<file path="config.mk">
export PLATFORM = sky130hd
export DESIGN_NAME = fv_core_if_mp_queue_flat
export DESIGN_NICKNAME = d
export VERILOG_FILES = /design/src/rtl/fv_if_queue_pkg.sv /design/src/rtl/fv_core_if_mp_queue_if.sv /design/src/rtl/fv_if_push_compactor.sv /design/src/rtl/fv_core_if_mp_queue.sv /design/src/flat_wrapper.sv
export SDC_FILE = /design/constraint.sdc
export NUM_CORES = 2
export LEC_CHECK = 0
export ABC_AREA = 1
export ABC_CLOCK_PERIOD_IN_PS = 11400
export BUFFER_PORTS_ARGS = -buffer_cell sky130_fd_sc_hd__buf_2
export CAP_MARGIN = 20
export CELL_PAD_IN_SITES_DETAIL_PLACEMENT = 1
export CELL_PAD_IN_SITES_GLOBAL_PLACEMENT = 1
export CORE_MARGIN = 5
export CORE_UTILIZATION = 48
export CTS_CLUSTER_DIAMETER = 100
export DETAILED_ROUTE_END_ITERATION = 8
export PLACE_DENSITY = 0.83
export REMOVE_ABC_BUFFERS = 1
export SYNTH_ARGS = -nofsm -noshare
export SYNTH_HDL_FRONTEND = slang
export SYNTH_HIERARCHICAL = 1
export SYNTH_SLANG_ARGS = --single-unit
</file>
<file path="constraint.sdc">
create_clock -name clk -period 11.4 [get_ports clk]
set_clock_uncertainty 0.15 [all_clocks]
set_input_delay 1.14 -clock clk [delete_from_list [all_inputs] [get_ports clk]]
set_output_delay 1.14 -clock clk [all_outputs]
set_load 0.03 [all_outputs]
</file>
<file path="src/rtl/fv_if_queue_pkg.sv">
// Shared types, default sizing and mask helpers for the FV fetch-to-issue instruction queue.
package fv_if_queue_pkg;

  typedef struct packed {
    logic [31:0] pc;
    logic [31:0] instr;
  } if_queue_entry_t;

  localparam int DEF_ENTRY_W = $bits(if_queue_entry_t);
  localparam int DEF_DEPTH   = 16;
  localparam int DEF_PUSH_N  = 2;
  localparam int DEF_POP_N   = 2;
  localparam int DEF_BYPASS  = 1;

  // Widest push/pop mask the helpers below accept; narrower masks are zero-extended.
  localparam int MASK_MAX = 8;

  function automatic logic [3:0] popcount(input logic [MASK_MAX-1:0] v);
    logic [3:0] n;
    n = '0;
    for (int i = 0; i < MASK_MAX; i++) n = n + {3'b000, v[i]};
    return n;
  endfunction

  function automatic logic [3:0] lead_ones(input logic [MASK_MAX-1:0] v);
    logic [3:0] n;
    logic       run;
    n   = '0;
    run = 1'b1;
    for (int i = 0; i < MASK_MAX; i++) begin
      if (run && v[i]) n = n + 4'd1;
      else             run = 1'b0;
    end
    return n;
  endfunction

endpackage

</file>
<file path="src/rtl/fv_core_if_mp_queue_if.sv">
// Handshake/status bundle between the fetch model (master) and the instruction queue (slave).
interface fv_core_if_mp_queue_if
  import fv_if_queue_pkg::*;
#(
  parameter int ENTRY_W = DEF_ENTRY_W,
  parameter int DEPTH   = DEF_DEPTH,
  parameter int PUSH_N  = DEF_PUSH_N,
  parameter int POP_N   = DEF_POP_N
);
  localparam int CNT_W = $clog2(DEPTH + 1);

  logic                      stall;
  logic                      kill;
  logic                      kill_keep_push;
  logic [PUSH_N-1:0]         push_vld;
  logic [PUSH_N*ENTRY_W-1:0] push_data;
  logic                      push_rdy;
  logic [POP_N-1:0]          head_vld;
  logic [POP_N*ENTRY_W-1:0]  head_data;
  logic [POP_N-1:0]          pop;
  logic [CNT_W-1:0]          count;
  logic                      empty;
  logic                      full;
  logic                      err_ovf;
  logic                      err_pop;

  modport slave (
    input  stall, kill, kill_keep_push, push_vld, push_data, pop,
    output push_rdy, head_vld, head_data, count, empty, full, err_ovf, err_pop
  );

  modport master (
    output stall, kill, kill_keep_push, push_vld, push_data, pop,
    input  push_rdy, head_vld, head_data, count, empty, full, err_ovf, err_pop
  );

endinterface

</file>
<file path="src/rtl/fv_if_push_compactor.sv">
// Packs a sparse push mask into a dense, port-ordered entry list plus its length.
module fv_if_push_compactor
  import fv_if_queue_pkg::*;
#(
  parameter int ENTRY_W = DEF_ENTRY_W,
  parameter int PUSH_N  = DEF_PUSH_N,
  parameter int CNT_W   = 5
) (
  input  logic [PUSH_N-1:0]         vld_i,
  input  logic [PUSH_N*ENTRY_W-1:0] data_i,
  output logic [PUSH_N*ENTRY_W-1:0] dense_o,
  output logic [CNT_W-1:0]          n_o
);

  int slot;

  // Walk ports oldest-first, dropping each valid payload into the next free dense slot.
  always_comb begin
    dense_o = '0;
    slot    = 0;
    for (int i = 0; i < PUSH_N; i++) begin
      if (vld_i[i]) begin
        dense_o[slot*ENTRY_W +: ENTRY_W] = data_i[i*ENTRY_W +: ENTRY_W];
        slot = slot + 1;
      end
    end
  end

  assign n_o = CNT_W'(popcount(MASK_MAX'(vld_i)));

endmodule

</file>
<file path="src/rtl/fv_core_if_mp_queue.sv">
// Multi-port in-order instruction queue: circular storage, head mux with optional
// same-cycle bypass, pop legality checking, flush with optional push retention.
module fv_core_if_mp_queue
  import fv_if_queue_pkg::*;
#(
  parameter int ENTRY_W = DEF_ENTRY_W,
  parameter int DEPTH   = DEF_DEPTH,
  parameter int PUSH_N  = DEF_PUSH_N,
  parameter int POP_N   = DEF_POP_N,
  parameter int BYPASS  = DEF_BYPASS
) (
  input logic                  clk,
  input logic                  reset,
  fv_core_if_mp_queue_if.slave q
);
  localparam int PTR_W = $clog2(DEPTH);
  localparam int CNT_W = $clog2(DEPTH + 1);

  logic [ENTRY_W-1:0]        mem_q [DEPTH];
  logic [PTR_W-1:0]          head_q, head_d, tail_q, tail_d;
  logic [CNT_W-1:0]          count_q, count_d;
  logic                      ovf_q, ovf_d, perr_q, perr_d;
  logic                      push_rdy, pop_legal;
  logic [PUSH_N-1:0]         acc_vld, wr_en;
  logic [PTR_W-1:0]          wr_ptr [PUSH_N];
  logic [PUSH_N*ENTRY_W-1:0] dense;
  logic [CNT_W-1:0]          n_push, n_pop, n_take;
  logic [POP_N-1:0]          head_vld, pop_therm;

  // Credit comes from the registered count only, so a same-cycle pop never frees room.
  assign push_rdy = !q.stall && !reset && (count_q <= CNT_W'(DEPTH - PUSH_N));
  assign acc_vld  = q.push_vld & {PUSH_N{push_rdy}};

  fv_if_push_compactor #(
    .ENTRY_W (ENTRY_W),
    .PUSH_N  (PUSH_N),
    .CNT_W   (CNT_W)
  ) u_compactor (
    .vld_i   (acc_vld),
    .data_i  (q.push_data),
    .dense_o (dense),
    .n_o     (n_push)
  );

  // Head slots show stored entries first, then (bypass) this cycle's compacted pushes.
  always_comb begin
    head_vld    = '0;
    q.head_data = '0;
    for (int i = 0; i < POP_N; i++) begin
      if (i < int'(count_q)) begin
        head_vld[i] = 1'b1;
        q.head_data[i*ENTRY_W +: ENTRY_W] = mem_q[head_q + PTR_W'(i)];
      end else if (BYPASS != 0 && !q.stall && (i - int'(count_q)) < int'(n_push)) begin
        head_vld[i] = 1'b1;
        q.head_data[i*ENTRY_W +: ENTRY_W] = dense[(i - int'(count_q))*ENTRY_W +: ENTRY_W];
      end
    end
    if (q.kill) head_vld = '0;
  end

  // A pop is legal only as a thermometer from slot 0 that stays within the valid heads.
  always_comb begin
    n_pop = CNT_W'(lead_ones(MASK_MAX'(q.pop)));
    for (int i = 0; i < POP_N; i++) pop_therm[i] = (i < int'(n_pop));
    pop_legal = (q.pop == pop_therm) && ((q.pop & ~head_vld) == '0);
    n_take    = (pop_legal && !q.stall && !q.kill) ? n_pop : '0;
  end

  // Pointer/count/error next state and storage write enables.
  always_comb begin
    head_d  = head_q;
    tail_d  = tail_q;
    count_d = count_q;
    ovf_d   = ovf_q | ((|q.push_vld) && !push_rdy);
    perr_d  = perr_q | !pop_legal;
    wr_en   = '0;
    for (int j = 0; j < PUSH_N; j++) wr_ptr[j] = '0;
    if (q.kill) begin
      head_d  = '0;
      tail_d  = '0;
      count_d = '0;
      if (q.kill_keep_push && !q.stall) begin
        tail_d  = PTR_W'(n_push);
        count_d = n_push;
        for (int j = 0; j < PUSH_N; j++) begin
          wr_en[j]  = (j < int'(n_push));
          wr_ptr[j] = PTR_W'(j);
        end
      end
    end else if (!q.stall) begin
      head_d  = head_q + PTR_W'(n_take);
      tail_d  = tail_q + PTR_W'(n_push);
      count_d = count_q + n_push - n_take;
      // Bypassed entries consumed this cycle are skipped; only survivors land in storage.
      for (int j = 0; j < PUSH_N; j++) begin
        wr_en[j]  = (j < int'(n_push)) && ((int'(count_q) + j) >= int'(n_take));
        wr_ptr[j] = tail_q + PTR_W'(j);
      end
    end
  end

  // State register; reset wins over kill, stall and everything else.
  always_ff @(posedge clk) begin
    if (reset) begin
      head_q  <= '0;
      tail_q  <= '0;
      count_q <= '0;
      ovf_q   <= 1'b0;
      perr_q  <= 1'b0;
    end else begin
      head_q  <= head_d;
      tail_q  <= tail_d;
      count_q <= count_d;
      ovf_q   <= ovf_d;
      perr_q  <= perr_d;
    end
  end

  // Entry storage; no reset needed since validity is tracked by the pointers.
  always_ff @(posedge clk) begin
    for (int j = 0; j < PUSH_N; j++) begin
      if (!reset && wr_en[j]) mem_q[wr_ptr[j]] <= dense[j*ENTRY_W +: ENTRY_W];
    end
  end

  assign q.push_rdy = push_rdy;
  assign q.head_vld = head_vld;
  assign q.count    = count_q;
  assign q.empty    = (count_q == '0);
  assign q.full     = (count_q == CNT_W'(DEPTH));
  assign q.err_ovf  = ovf_q;
  assign q.err_pop  = perr_q;

`ifdef FV_ENABLE_SC_DEBUG
  a_no_ovf: assert property (@(posedge clk) disable iff (reset) !((|q.push_vld) && !push_rdy))
    else $error("push while push_rdy low");
  a_pop_legal: assert property (@(posedge clk) disable iff (reset) pop_legal)
    else $error("illegal pop pattern");
`endif

endmodule

</file>
<file path="src/flat_wrapper.sv">
// flat-port wrapper written by rule: the top's interface ports become plain ports
module fv_core_if_mp_queue_flat import fv_if_queue_pkg::*;
#(
  parameter int ENTRY_W = DEF_ENTRY_W,
  parameter int DEPTH   = DEF_DEPTH,
  parameter int PUSH_N  = DEF_PUSH_N,
  parameter int POP_N   = DEF_POP_N,
  parameter int BYPASS  = DEF_BYPASS
)
  (clk, reset, q_stall, q_kill, q_kill_keep_push, q_push_vld, q_push_data, q_pop, q_push_rdy, q_head_vld, q_head_data, q_count, q_empty, q_full, q_err_ovf, q_err_pop);
  fv_core_if_mp_queue_if #(.ENTRY_W(ENTRY_W), .DEPTH(DEPTH), .PUSH_N(PUSH_N), .POP_N(POP_N)) q_i ();
  input logic clk;
  input logic reset;
  input wire logic [$bits(q_i.stall)-1:0] q_stall;
  input wire logic [$bits(q_i.kill)-1:0] q_kill;
  input wire logic [$bits(q_i.kill_keep_push)-1:0] q_kill_keep_push;
  input wire logic [$bits(q_i.push_vld)-1:0] q_push_vld;
  input wire logic [$bits(q_i.push_data)-1:0] q_push_data;
  input wire logic [$bits(q_i.pop)-1:0] q_pop;
  output wire logic [$bits(q_i.push_rdy)-1:0] q_push_rdy;
  output wire logic [$bits(q_i.head_vld)-1:0] q_head_vld;
  output wire logic [$bits(q_i.head_data)-1:0] q_head_data;
  output wire logic [$bits(q_i.count)-1:0] q_count;
  output wire logic [$bits(q_i.empty)-1:0] q_empty;
  output wire logic [$bits(q_i.full)-1:0] q_full;
  output wire logic [$bits(q_i.err_ovf)-1:0] q_err_ovf;
  output wire logic [$bits(q_i.err_pop)-1:0] q_err_pop;
  assign q_i.stall = q_stall;
  assign q_i.kill = q_kill;
  assign q_i.kill_keep_push = q_kill_keep_push;
  assign q_i.push_vld = q_push_vld;
  assign q_i.push_data = q_push_data;
  assign q_i.pop = q_pop;
  assign q_push_rdy = q_i.push_rdy;
  assign q_head_vld = q_i.head_vld;
  assign q_head_data = q_i.head_data;
  assign q_count = q_i.count;
  assign q_empty = q_i.empty;
  assign q_full = q_i.full;
  assign q_err_ovf = q_i.err_ovf;
  assign q_err_pop = q_i.err_pop;
  fv_core_if_mp_queue #(.ENTRY_W(ENTRY_W), .DEPTH(DEPTH), .PUSH_N(PUSH_N), .POP_N(POP_N), .BYPASS(BYPASS)) u_core (.clk(clk), .reset(reset), .q(q_i));
endmodule
</file>
Yosys cells after proc, flatten, opt, wreduce, memory -nomap -nowiden
Memories as Yosys holds them, arrays and structs flattened. A register that Yosys moved wholly into a read port is not among the register bits.
Index checks and enable logic that the tools add are counted.
{ "classes": {"add_sub_neg": 12, "n_lt_le_gt_ge": 11, "eq_ne": 3, "n_shift": 4, "n_mux": 35, "bitwise": 5, "reduce_logical": 23} }
{ "ops": {"columns": ["op", "count"], "rows": [
  ["2-to-1 mux 64 bit", 5],
  ["indexed part select 128 x 32 -> 64 bit", 2],
  ["bitwise mux 128 bit", 1],
  ["2-to-1 mux 128 bit", 1],
  ["variable shift 64 x 33 -> 128 bit, first input constant", 1],
  ["indexed part select 64 x 33 -> 128 bit", 1],
  ["< comparator 32 x 3 -> 1 bit", 2],
  ["negator 32 -> 33 bit", 1],
  [">= comparator 32 x 6 -> 1 bit", 1],
  ["2-to-1 mux 4 bit", 6],
  ["2-to-1 mux 8 bit", 2],
  ["logical AND 1 bit", 14],
  ["2-to-1 mux 1 bit", 12],
  ["2-to-1 mux 2 bit", 6],
  ["subtractor 1 x 5 -> 6 bit, first input constant", 2],
  ["< comparator 1 x 5 -> 1 bit, first input constant", 2],
  ["2-to-1 mux 5 bit", 2],
  ["adder 4 x 1 -> 4 bit, second input constant", 2],
  ["< comparator 1 x 4 -> 1 bit, first input constant", 2],
  ["adder 5 x 1 -> 6 bit, second input constant", 1],
  ["adder 5 x 2 -> 5 bit", 1],
  ["== test 5 bit, second input constant", 1],
  [">= comparator 5 bit", 1],
  ["<= comparator 5 x 4 -> 1 bit, second input constant", 1],
  ["15 further kinds", 23]
]} }
{ "word_totals": {"regBits": 15, "ramBits": 1024, "in_bits": 137, "out_inout_bits": 140, "elab_cells": 99, "n_memories": 1} }
{ "mem_list": {"columns": ["memory", "words", "word_bits", "read_ports", "rd_ports_with_merged_regs", "write_ports", "line_no", "text"], "rows": [
  ["u_core.mem_q", 16, 64, 2, 1, 2, "fv_core_if_mp_queue.sv:19", "logic [ENTRY_W-1:0] mem_q [DEPTH];"]
]} }

Logic depth before layout (Yosys ltp)
{ "logic_depth": {"depth_word": 24, "ltp_mapped": 32, "ltp_nobuf": 30} }

By module
Netlist, hierarchy kept.
{ "by_module_without_submodules": {"columns": ["module", "n_inst", "cells_per_inst", "area_each_um2", "seq_area_each_um2"], "rows": [
  ["fv_core_if_mp_queue", 1, 8263, 66065.9, 31129.9],
  ["fv_if_push_compactor", 1, 353, 1546.5, 0.0]
]} }

Worst setup path after synthesis
No wires, ideal clock.
{ "synth_path": {"path_type": "in2reg", "from": "input reset", "to": "memory u_core/mem_q[10][0] in the netlist's numbering, enable pin", "setup_ps": 574, "arrival_ps": 8689, "t_required_ps": 10676, "path_slack_ps": 1987, "path_stages": 25, "path_buffers": 2, "cell_sequence": "buf_4 > nor2_2 > nand3_1 > nor2_1 > ha_1 > inv_1 > ha_1 > nand2_1 > nand2_1 > nand2_1 > nand2_1 > nand2_1 > nand2_1 > nand2_1 > nand2_1 > nand2_1 > nand4_1 > ha_1 > a21boi_0 > nor3_1 > o21ai_0 > and2_1 > clkbuf_1 > nand3_1 > o21ai_0"} }
{ "synth_rtl": {"columns": ["item", "line_no", "text"], "rows": [
  ["start, declared", "flat_wrapper.sv:13", "input logic reset;"],
  ["end, declared", "fv_core_if_mp_queue.sv:19", null]
]} }

==> flow_metrics.py <==
metrics = {
    "grt": {
        "antenna_found_initial": 5,
        "overflow": 0,
        "grt.total_usage_pct": 36.1,
        "grt_pass1_vias": 67900,
        "grt_max_degree": 224,
        "grt_first_pass_wirelength_um": 410000,
    },
    "sta": {
        "period_needed_ps": 7960,
        "final.setup.worst_slack_ps": 3440,
        "hold_viol": 0,
        "worst_pin_slew_ps": 1180,
        "max_slew_margin_pct": 21.3,
        "timing.fmax_ghz": 0.126,
        "finalCritPeriodShare_pct": 69.8,
        "setup_tns_ps": 0,
        "setup_violations": 0,
        "slew_violations": 0,
        "grt_setup_unrepaired": "false",
    },
    "setup_path": {
        "start_kind": "register",
        "cp_max_fo": 129,
        "critPathCaptureType": "register",
        "r2r_start": "u_core/q.count[1]",
        "required_ps": 11600,
        "startpoint": "u_core/q.count[1]",
        "path_class": "reg2reg",
        "worst-endpoint-arrival_ps": 8160,
    },
    "synthesis": {
        "ys_ff_latch": 1043,
        "synth_area_per_cell_sq_um": 7.85,
        "synth.distinct_cells": 50,
        "syn_inst": 8616,
        "synth_top_flop_cell": "edfxtp_1",
        "syn_area_sq_um": 67600,
        "synth-edff-count": 1024,
        "seq_area_frac_synth_pct": 46.0,
        "synthArstFlopShare_pct": 0,
        "yosys_warnings": 6,
    },
    "clock_network": {
        "insertion_delay_ps": 750,
        "root_buffer": "clkbuf_16",
        "cts_buffer_depth": 3,
        "ctsResizeCount": 0,
        "h-tree-depth": 3,
        "path_clk_slew_ps": 60,
        "cts.sinks": 1043,
        "cts_hold_buffers": 0,
        "post_cts_buffers": 0,
        "cts_buffers": 117,
        "cts_tree": "done",
    },
    "finish": {
        "syn2layout_area_growth_pct": 5.66,
        "final_nets": 8363,
        "final_common_cell": "nand2_1",
        "final_cell_mix": "nand2_1, o21ai_0, edfxtp_1, a21oi_1, inv_1",
        "drive_gt1_share_pct": 7.19,
    },
    "die": {
        "core_sq_um": 140000,
        "die_area_sq_um": 148000,
        "die_w_um": 385,
        "start_util_pct": 48.4,
        "die_h_um": 385,
        "ios": 277,
        "rows": 137,
    },
    "routing": {
        "routed-via-count": 67200,
        "drtIter0Drc": 8116,
        "antenna_left": 0,
        "routed_via_density": 6.61,
        "drc": 0,
        "avgRoutedWirePerCell_um": 27.4,
        "wl_um": 279000,
        "drtPass1Iterations": 6,
    },
    "power_and_ir_drop": {
        "powerDensity_nw_per_um2": 133,
        "ir_worst_vdd_uv": 136,
        "p_leak_nw": 25.0,
    },
    "place": {
        "dpl.hpwl_um": 155000,
        "portBuffers": 276,
        "gp_congestion": 0.848,
        "dp_slack_ps": 3240,
    },
    "worst_hold_path": {
        "hp-class": "reg2reg",
        "hold_path_startpoint": "u_core/q.err_ovf",
    },
    "run": {
        "drv_cap": 0,
    },
    "outcome": {
        "status": "finished clean",
    },
}
cell type report:
type	instances	area, sq um
fillers	17000	68300
repair buffers	372	2280
inverters	683	2620
flip-flops and latches	1043	31200
multi-input cells	5972	29300
diodes	1	2.50
clock buffers	147	3060
well taps	1876	2350
clock inverters	70	642
metal layers:
metal | routed length [um] | vias to the layer above | GRT usage (%) | share of wire [%]
li1 | - | 29000 | - | -
met1 | 105000 | 33100 | 46.4 | 38
met2 | 127000 | 4228 | 59.0 | 46
met3 | 31200 | 944 | 6.75 | 11
met4 | 14700 | 0 | 17.0 | 5.3
met5 | 0 | - | 0 | 0
synth_stat cells, types with 8 or more instances:
cell | instances | share of area, %
o211ai_1 | 272 | 3.0
ha_1 | 33 | 0.61
buf_8 | 10 | 0.22
nand2_4 | 10 | 0.17
edfxtp_1 | 1024 | 45
buf_1 | 93 | 0.52
inv_1 | 671 | 3.7
mux2i_1 | 58 | 0.86
clkbuf_1 | 444 | 2.5
clkbuf_2 | 20 | 0.15
nand3_1 | 667 | 4.9
inv_2 | 8 | 0.044
buf_2 | 196 | 1.5
dlygate4sd1_1 | 10 | 0.13
dfxtp_1 | 19 | 0.56
buf_4 | 17 | 0.19
a21oi_1 | 806 | 6.0
nor2_1 | 215 | 1.2
o31ai_1 | 16 | 0.18
o21ai_0 | 1542 | 11
buf_6 | 125 | 2.1
nand2_1 | 1736 | 9.6
o21ai_1 | 569 | 4.2
kinds of logic after synthesis:
logic type      count (synthesis)  share of synthesized area, %
xor+xnor                        8                         0.115
mux                            58                         0.859
simple gates                 2643                          16.1
flops                        1043                          46.0
fa+ha+maj                      37                         0.729
other cells                     1                       0.00555
compound gates               3223                          25.0
buf+inv                      1603                          11.1
worst max-delay path, stage by stage, from the launching register on:
cell and delay [ps]:
dfxtp_1 510, inv_1 200, nand3_1 180, nor2_2 40, buf_4 260, inv_4 500
nand2_1 100, inv_1 90, ha_1 240, nand2_1 70, nor2_1 40, nand2_1 50
nand2_1 50, nand2_1 80, nand2_1 110, nand2_1 90, nand3_1 70, nand2_1 110
nand3_1 90, nor2_1 250, ha_1 310, nand2_1 80, nand2_1 80, a41oi_4 890
buf_4 490, nand2_8 640, o21ai_4 670, buf_4 980
stage by stage:
step	cell area [sq um]	total power, mW	hold WS [ps]	std cells	util, %
floorplan	62700	5.25	347	7698	-
global placement	67600	5.66	311	9940	48.4
detailed placement	67600	5.72	315	9941	48.4
CTS	71300	9.46	329	10200	51.0
global route	71400	9.75	368	10200	51.1
finish	71400	9.47	325	10200	51.1
where the power goes:
group	switching [mW]	internal, mW
clock	1.66	2.14
sequential	0.0272	4.24
combinational	1.03	0.373
total	2.72	6.76
flip-flops by register name, summed over array words and instances (netlist names), named ones only:
register          count
u_core/mem_q       1024
u_core/q.count        5
u_core/head_q         4
u_core/tail_q         4
u_core/q.err_ovf      1
u_core/q.err_pop      1
path summary, 6_finish.rpt:
check             slack (ps)                    to  depth (start not counted)
setup reg to reg        3440  u_core/mem_q[14][22]                         27
setup / recovery        3440  u_core/mem_q[14][22]                         27
hold reg to reg          330      u_core/q.err_ovf                          2
hold / removal           330      u_core/q.err_ovf                          2
No activity file was read; power rests on OpenSTA's default activity.
